### src/rtl/nios_pio_frame_bank.sv
// Double-buffered Avalon-MM output bank: CPU writes shadow registers, and a
// frame tick commits every shadow value to the active outputs in one edge.
module nios_pio_frame_bank #(
  parameter int unsigned CHANNELS = 8,
  parameter int unsigned WIDTH    = 20
) (
  input  logic                      clk,
  input  logic                      reset,
  input  logic [4:0]                address,
  input  logic                      chipselect,
  input  logic                      write_n,
  input  logic [31:0]               writedata,
  output logic [31:0]               readdata,
  input  logic                      frame_tick,
  output logic [CHANNELS*WIDTH-1:0] out_port,
  output logic                      irq
);

  localparam int unsigned CNT_W       = 16;
  localparam logic [4:0]  ADDR_CTRL   = 5'd16;
  localparam logic [4:0]  ADDR_STATUS = 5'd17;
  localparam logic [4:0]  ADDR_COUNT  = 5'd18;

  logic [WIDTH-1:0] shadow_q [CHANNELS];
  logic [WIDTH-1:0] shadow_d [CHANNELS];
  logic [WIDTH-1:0] active_q [CHANNELS];
  logic [WIDTH-1:0] active_d [CHANNELS];
  logic             auto_q, auto_d;
  logic             irq_en_q, irq_en_d;
  logic             pending_q, pending_d;
  logic             done_q, done_d;
  logic             irq_q, irq_d;
  logic [CNT_W-1:0] count_q, count_d;

  logic wr_en_c;
  logic commit_c;
  logic unused_wdata;

  // Bits of writedata above WIDTH are intentionally dropped.
  assign unused_wdata = ^writedata;

  assign wr_en_c  = chipselect && !write_n;
  assign commit_c = frame_tick && (pending_q || auto_q);

  // Next-state: commit uses pre-write shadow; new COMMIT and DONE-set win.
  always_comb begin
    shadow_d  = shadow_q;
    active_d  = active_q;
    auto_d    = auto_q;
    irq_en_d  = irq_en_q;
    pending_d = pending_q;
    done_d    = done_q;
    count_d   = count_q;

    for (int unsigned i = 0; i < CHANNELS; i++) begin
      if (wr_en_c && (address == 5'(i))) begin
        shadow_d[i] = writedata[WIDTH-1:0];
      end
    end

    if (commit_c) begin
      active_d  = shadow_q;
      pending_d = 1'b0;
      count_d   = count_q + CNT_W'(1);
    end

    if (wr_en_c && (address == ADDR_CTRL)) begin
      auto_d   = writedata[1];
      irq_en_d = writedata[2];
      if (writedata[0]) begin
        pending_d = 1'b1;
      end
    end

    if (wr_en_c && (address == ADDR_STATUS) && writedata[1]) begin
      done_d = 1'b0;
    end
    if (commit_c) begin
      done_d = 1'b1;
    end

    irq_d = done_d && irq_en_d;
  end

  always_ff @(posedge clk or posedge reset) begin
    if (reset) begin
      for (int unsigned i = 0; i < CHANNELS; i++) begin
        shadow_q[i] <= '0;
        active_q[i] <= '0;
      end
      auto_q    <= 1'b0;
      irq_en_q  <= 1'b0;
      pending_q <= 1'b0;
      done_q    <= 1'b0;
      irq_q     <= 1'b0;
      count_q   <= '0;
    end else begin
      shadow_q  <= shadow_d;
      active_q  <= active_d;
      auto_q    <= auto_d;
      irq_en_q  <= irq_en_d;
      pending_q <= pending_d;
      done_q    <= done_d;
      irq_q     <= irq_d;
      count_q   <= count_d;
    end
  end

  genvar g;
  generate
    for (g = 0; g < CHANNELS; g++) begin : g_out
      assign out_port[g*WIDTH +: WIDTH] = active_q[g];
    end
  endgenerate

  assign irq = irq_q;

  // Zero-latency read mux; driven to 0 whenever the slave is not selected.
  always_comb begin
    readdata = '0;
    if (chipselect) begin
      for (int unsigned i = 0; i < CHANNELS; i++) begin
        if (address == 5'(i)) begin
          readdata = 32'(shadow_q[i]);
        end
      end
      case (address)
        ADDR_CTRL:   readdata = {29'd0, irq_en_q, auto_q, 1'b0};
        ADDR_STATUS: readdata = {30'd0, done_q, pending_q};
        ADDR_COUNT:  readdata = {16'd0, count_q};
        default:     ;
      endcase
    end
  end

endmodule

### config.mk
export PLATFORM = sky130hd
export DESIGN_NAME = nios_pio_frame_bank
export DESIGN_NICKNAME = d
export VERILOG_FILES = /design/src/rtl/nios_pio_frame_bank.sv
export SDC_FILE = /design/constraint.sdc
export NUM_CORES = 1
export LEC_CHECK = 0
export CAP_MARGIN = 20
export CORE_ASPECT_RATIO = 1.75
export CORE_MARGIN = 8
export CORE_UTILIZATION = 49
export CTS_BUF_LIST = sky130_fd_sc_hd__clkbuf_8
export CTS_CLUSTER_DIAMETER = 50
export DETAILED_ROUTE_END_ITERATION = 7
export PLACE_DENSITY_LB_ADDON = 0.05
export RECOVER_POWER = 25
export SYNTH_ARGS = -nofsm -noshare
export SYNTH_HDL_FRONTEND = slang
export SYNTH_SLANG_ARGS = --single-unit
export TNS_END_PERCENT = 50
### constraint.sdc
create_clock -name clk -period 21.2 [get_ports clk]
set_input_delay 3.18 -clock clk [delete_from_list [all_inputs] [get_ports clk]]
set_output_delay 3.18 -clock clk [all_outputs]
set_load 0.01 [all_outputs]
; ---- Word-level counts from Yosys, hierarchy flattened
; Index checks and enable logic that the tools add are counted.
[totals]
output_inout_bits = 193
in_bits = 42
register_bits = 341
wordCells = 66
[classes]
n_eq_ne = 10
muxes = 16
reduce_logical = 17
addsub = 1
[op_table]
columns = op, count
row1 = $mux 32, 8
row2 = $pmux 32 s3, 1
row3 = $eq 5x3->1 const B, 4
row4 = $mux 20, 1
row5 = $add 16x1->16 const B, 1
row6 = $eq 5x5->1 const B, 3
row7 = $logic_and 1x1->1, 14
row8 = $eq 5x2->1 const B, 2
row9 = $mux 1, 6
row10 = $eq 5x1->1 const B, 1
row11 = $logic_not 5->1, 1
row12 = $logic_not 1->1, 1
row13 = $logic_or 1x1->1, 1

; ---- Longest topological paths before layout
; Gate-level depths: netlist of run 1.
[logic_depth]
word_depth = 11
mapped_depth = 8
ltp_nobuf = 5

; ---- Least setup slack after synthesis of run 1
; OpenSTA, ideal clock, no wires.
[synth_path]
path_kind = input-to-output
startpoint = input port address[3]
endpoint = output port readdata[1]
path_slack_ns = 13.466
path_buffers = 3
arrival_ns = 4.554
t_required_ns = 18.020
cell_stages = 8
cell_sequence = buf_2 nor3b_2 buf_4 and2_1 buf_4 a21oi_1 a221o_1 a31oi_1
[synth_between]
elab_chain_len = 11
word_cells_on_any_way = 21
classes_between = eq/ne (10) / mux (10) / reduce/logical (1)
[synth_lines]
columns = item, line
row1 = from (decl), 9  ; input logic [4:0] address,
row2 = $logic_not 5->1, 123  ; if (address == 5'(i)) begin
row3 = $mux 20, 123
row4 = $mux 32 (7 in series), 123
row5 = $pmux 32 s3 *, 127  ; case (address)
row6 = $mux 32 *, 121  ; if (chipselect) begin
row7 = to (decl), 13  ; output logic [31:0] readdata,
; Mark *: on every way between the ends. The rest lies on a longest branch, timed or not.

; ---- Final worst setup path of run 1
; Ends and elaborated chain as after synthesis.

==> impl_metrics.json, run 1 <==
{
  "grt_pass1_wl_um": 73130,
  "synth_edf_count": 0,
  "cp_max_fo": 19,
  "crit_family": "buffers and inverters",
  "drt_iter0_markers": 664,
  "worstPathCellList": "dlygate4sd3_1, nor3b_2, and2_1, a21oi_1, a221o_1, a31oi_1, clkdlybuf4s50_1",
  "skew_ns": 0.01298,
  "clock-sinks": 341,
  "critPathMaxStageDelay_ns": 0.89,
  "async_flop_share": 1.000,
  "n_fill_cell": 2721,
  "drive_above_1_share": 0.1555,
  "post_synth_main_area_contributors": "dfrtp_1, nand2_1, mux2_2, o21ai_0, a21oi_1",
  "vias": 11500,
  "num_rows": 85,
  "finalHoldViolations": 0,
  "setup_viol": 0,
  "netlist-cell-type-count": 67,
  "path_buf_inv": 2,
  "yosysWarnings": 0,
  "netlist.area_leader.share": 0.5663,
  "clk_latency_ns": 0.60,
  "regArea_um2": 8533,
  "ctsHoldBuffers": 0,
  "vias_per_cell": 5.557,
  "grt-ovfl-total": 0,
  "fin_setup_tns_ns": 0,
  "synth_common_cells": "nand2_1, dfrtp_1, mux2_2",
  "worstMarginPinSlew_ns": 5.748,
  "wl_per_cell_um": 23.14,
  "clk_pin_slew_worst_paths_ns": 0.06,
  "cp_slowest_cell": "nor3b_2",
  "multiInputGateArea_um2": 6005,
  "drv_cap": 3,
  "violations": "capacitance limit, slew limit",
  "synth_flop_cell": "dfrtp_1",
  "post_cts_resized": 0,
  "antenna_found_initial": 2,
  "cp-end-kind": "output pin",
  "h-tree-depth": 2,
  "grt_pass1_vias": 12190,
  "gp_congestion": 0.9234,
  "final_core_util": 0.6003,
  "drtPass1Iterations": 5,
  "ios": 235,
  "finalCritPeriodShare": 0.4668,
  "start_util": 0.4937,
  "finalWirelength_um": 47910,
  "worstSetupPathType": "in -> out",
  "arrival_ns": 6.72,
  "core_um2": 30520,
  "grt_max_degree": 127,
  "max-slew-margin-rel": -2.853,
  "postRouteAntennaNets": 0,
  "ys_seq_area_frac": 0.5663,
  "min_period_ns": 9.897,
  "ys_ff_latch": 341,
  "syn_to_final_growth_pct": 21.61,
  "syn-instance-count": 1460,
  "synth.most_common_cell": "nand2_1",
  "dieWidth_um": 148.6,
  "hp-class": "reg -> reg",
  "slew_viol_final": 296,
  "fmax_ghz": 0.1010,
  "clk_path_buf_depth": 3,
  "die_h_um": 248.0,
  "die_area_um2": 36840,
  "finalNetCount": 1685,
  "drc": 0,
  "powerDensity_nw_per_um2": 96.49,
  "port_buffers": 210,
  "cts_tree": "yes",
  "synth_area_um2": 15070,
  "p_leak_nw": 8.975,
  "yosys.area.top_type": "dfrtp_1",
  "critPathRequiredTime_ns": 18.02,
  "peakVddDrop_v": 0.00005783,
  "cts_buffers": 49,
  "cts_setup_buffers": 0,
  "avgSynthCellArea_um2": 10.32,
  "rsz0062_at_grt": "false",
  "cts_root_buf": "clkbuf_8",
  "status": "finished, violations left",
  "worstSetupStartpointType": "input pin",
  "grtUsageTotal": 0.2640,
  "dp_hpwl_um": 34060
}
-- cells in the final DEF (no fill, tap or decap), types with 18 or more instances in the layout --
master	Yosys	final
nand2_1	491	491
dfrtp_1	341	341
clkdlybuf4s50_1	0	181
mux2_2	151	151
clkbuf_8	0	64
o21ai_0	56	55
a21oi_1	43	43
nand3_1	42	42
inv_1	15	33
dlygate4sd3_1	0	28
a21o_1	21	21
a31oi_1	20	20
nor2_1	18	18
-- cell families (layout without fill, tap and decap cells) --
| logic type | count (synthesis) | in the layout | synth area share |
|---|---|---|---|
| AOI/OAI and AO/OA | 198 | 198 | 0.08661 |
| xor gates and xnor gates | 15 | 15 | 0.008719 |
| adders and majority gates | 1 | 1 | 0.0008302 |
| buffers and inverters | 121 | 328 | 0.03903 |
| DFF | 341 | 341 | 0.5663 |
| muxes | 161 | 161 | 0.1199 |
| other | 1 | 13 | 0.0002489 |
| and+or+nand+nor | 622 | 622 | 0.1784 |
-- path summary, 6_finish.rpt --
check	cells past startpoint	end	slack, ns	from
worst max-delay path	7	readdata[1]	11.30	address[3]
worst min-delay path	2	out_port[24]	0.47	out_port[24]
worst max register to register	5	out_port[70]	16.38	auto_q
worst min register to register	2	out_port[24]	0.47	out_port[24]
max in group asynchronous	3	count_q[2]	13.60	reset
min in group asynchronous	2	out_port[45]	4.83	reset
-- worst register-to-register path: stages, from the launching register on --
cell and delay (ns):
dfrtp_1 0.43, o21ai_4 0.15, clkbuf_1 2.81, buf_4 1.05
nand2_1 0.20, nand2_1 0.10
-- metal layers --
layer | wire length [um] | track usage
met4 | 3215 | 0.1735
met1 | 17420 | 0.2887
met2 | 24960 | 0.4636
met5 | 8 | 0
met3 | 2306 | 0.04399
-- layout make-up --
class / instances / share of cell area
flip-flops and latches: 341 / 0.4657
clock buffers: 64 / 0.04807
clock inverters: 23 / 0.006487
diodes: 1 / 0.0001366
multi-input cells: 1009 / 0.3277
inverters: 16 / 0.003346
well taps: 391 / 0.02670
repair buffers: 225 / 0.1219
-- sequential cells by signal (all words and copies together) (netlist names) --
name,flops
done_q,1
irq_en_q,1
auto_q,1
irq,1
pending_q,1
count_q,16
out_port,160
shadow_q,160
-- per-stage QoR --
stage / worst slack (ns) / instance area, um^2 / cells / hold WS, ns / power (W)
5_1_grt: 11.18 / 18320 / 2070 / 0.4882 / 0.001858
4_1_cts: 11.31 / 18310 / 2068 / 0.4749 / 0.001794
3_3_place_gp: 11.34 / 17300 / 1980 / 0.4584 / 0.001253
6_report: 11.30 / 18320 / 2070 / 0.4653 / 0.001768
3_5_place_dp: 11.31 / 17310 / 1981 / 0.4610 / 0.001262
2_1_floorplan: 8.568 / 15110 / 1471 / 0.4403 / 0.001027
-- where the power goes --
group          internal, W  total, W  switching [W]
registers         0.000768  0.000858      0.0000899
clock network     0.000281  0.000528       0.000247
logic             0.000197  0.000382       0.000184
No activity file was read; power rests on OpenSTA's default activity.
==> inputs of run 2 (changes only) <==
- clock period: 21.2 -> 8.1 ns (I/O delays scaled with it)
==> impl_metrics.json, run 2 (same netlist as run 1, synthesis figures left out) <==
{
  "final_common_cell": "nand2_1",
  "design_power_total_w": 0.004782,
  "ctsHoldBuffers": 0,
  "grt_pass1_vias": 12060,
  "layoutNonFillerInstCount": 2076,
  "clock-sinks": 341,
  "drtPass1Iterations": 5,
  "antenna_found_initial": 1,
  "clk_path_buf_depth": 3,
  "setup_viol": 0,
  "place_area_um2": 17320,
  "status": "finished, violations left",
  "vias_per_cell": 5.610,
  "min_period_ns": 6.078,
  "regArea_um2": 8533,
  "cp-end-kind": "output pin",
  "clock_power_share": 0.319,
  "finalCritPeriodShare": 0.7504,
  "n_fill_cell": 2665,
  "post_cts_resized": 0,
  "vias": 11650,
  "dieWidth_um": 148.6,
  "fmax_ghz": 0.1645,
  "hp-class": "reg -> reg",
  "violations": "capacitance limit, slew limit",
  "internal_power_w": 0.003386,
  "clk_latency_ns": 0.60,
  "dp_hpwl_um": 33960,
  "gp_congestion": 0.9116,
  "grt_max_degree": 171,
  "peakVddDrop_v": 0.0002476,
  "ios": 235,
  "min_path_cells": 2,
  "grtUsageTotal": 0.2604,
  "drv_cap": 4,
  "rsz0062_at_grt": "false",
  "layout_common_cells": "nand2_1, dfrtp_1, clkdlybuf4s50_1",
  "reg2reg_depth": 4,
  "drive_above_1_share": 0.1621,
  "core_um2": 30520,
  "cts_buffers": 49,
  "cts_setup_buffers": 0,
  "slew_viol_final": 421,
  "arrival_ns": 4.86,
  "postRouteAntennaNets": 0,
  "skew_ns": 0.02081,
  "cts_root_buf": "clkbuf_8",
  "start_util": 0.4937,
  "drt_iter0_markers": 624,
  "port_buffers": 210,
  "multiInputGateArea_um2": 6001,
  "finalNetCount": 1687,
  "worst_hold_slack_ns": 0.4727,
  "finalHoldViolations": 0,
  "die_h_um": 248.0,
  "cp_max_fo": 19,
  "drc": 0,
  "grt_pass1_wl_um": 72480,
  "h-tree-depth": 2,
  "num_rows": 85,
  "grt-ovfl-total": 0,
  "dpl.cell_count": 1981,
  "sw_frac_of_total": 0.2919,
  "worstMarginPinSlew_ns": 4.270,
  "powerDensity_nw_per_um2": 259.3,
  "final_area_um2": 18440,
  "worstSetupPathType": "in -> out",
  "die_area_um2": 36840,
  "p_leak_nw": 8.935,
  "finalWirelength_um": 48030,
  "syn_to_final_growth_pct": 22.37,
  "max-slew-margin-rel": -1.847,
  "cts_tree": "yes",
  "wl_per_cell_um": 23.14,
  "switchingPower_w": 0.001396,
  "critPathRequiredTime_ns": 6.88,
  "p_comb_frac": 0.211,
  "clk_pin_slew_worst_paths_ns": 0.06,
  "worstSetupStartpointType": "input pin",
  "fin_setup_tns_ns": 0,
  "p_seq_frac": 0.470
}
## run 2: changes by cell type in the layout (fill, tap and decap cells not counted), sizes merged
cell	before	now
clkdlybuf4s50	181	207
clkbuf	65	77
bufinv	1	2
dlygate4sd3	28	2
clkinv	2	6
inv	34	25
buf	15	13
## run 2: final cells by class
| class | count | area share |
|---|---|---|
| antenna | 1 | 0.0001357 |
| clock inverter | 19 | 0.007329 |
| multi-input combinational | 1009 | 0.3254 |
| sequential | 341 | 0.4628 |
| tap | 391 | 0.02653 |
| timing repair buffer | 227 | 0.1207 |
| clock buffer | 72 | 0.05374 |
| inverter | 16 | 0.003325 |
## run 2: worst max-delay path, cell delays in order
cell and delay, ns:
clkdlybuf4s50_1 0.78, nor3b_2 1.01, and2_1 0.49, a21oi_1 0.13, a221o_1 0.36, a31oi_1 0.26
clkdlybuf4s50_1 0.60
## run 2: layer usage
metal / routed length, um / GRT usage / vias up / share of wire
li1: - / - / 5294 / -
met1: 17450 / 0.2811 / 5790 / 0.36
met2: 25130 / 0.4671 / 438 / 0.52
met3: 2538 / 0.04417 / 125 / 0.053
met4: 2919 / 0.1573 / 0 / 0.061
met5: 0 / 0 / - / 0
## run 2: power groups by stage
stage,clock network [W],registers (W),logic (W)
4_1_cts,0.00156,0.00225,0.00103
5_1_grt,0.00162,0.00228,0.00110
3_5_place_dp,0,0.00228,0.00102
2_1_floorplan,0,0.00229,0.000395
6_report,0.00152,0.00225,0.00101
3_3_place_gp,0,0.00227,0.00101
## run 2: through the flow
step / worst slack, ns / utilization
detailed placement: 2.051 / 0.5675
global placement: 2.110 / 0.5670
global route: 1.378 / 0.6041
finish: 2.022 / 0.6041
CTS: 2.044 / 0.6043
floorplan: 2.324 / -
## run 2: path summary, 6_finish.rpt
check | start | to | slack (ns)
setup reg to reg | auto_q | irq | 4.05
hold / removal | out_port[23] | out_port[23] | 0.47
setup / recovery | address[3] | readdata[1] | 2.02
min in group asynchronous | reset | out_port[24] | 1.14
hold reg to reg | out_port[23] | out_port[23] | 0.47
max in group asynchronous | reset | auto_q | 2.38
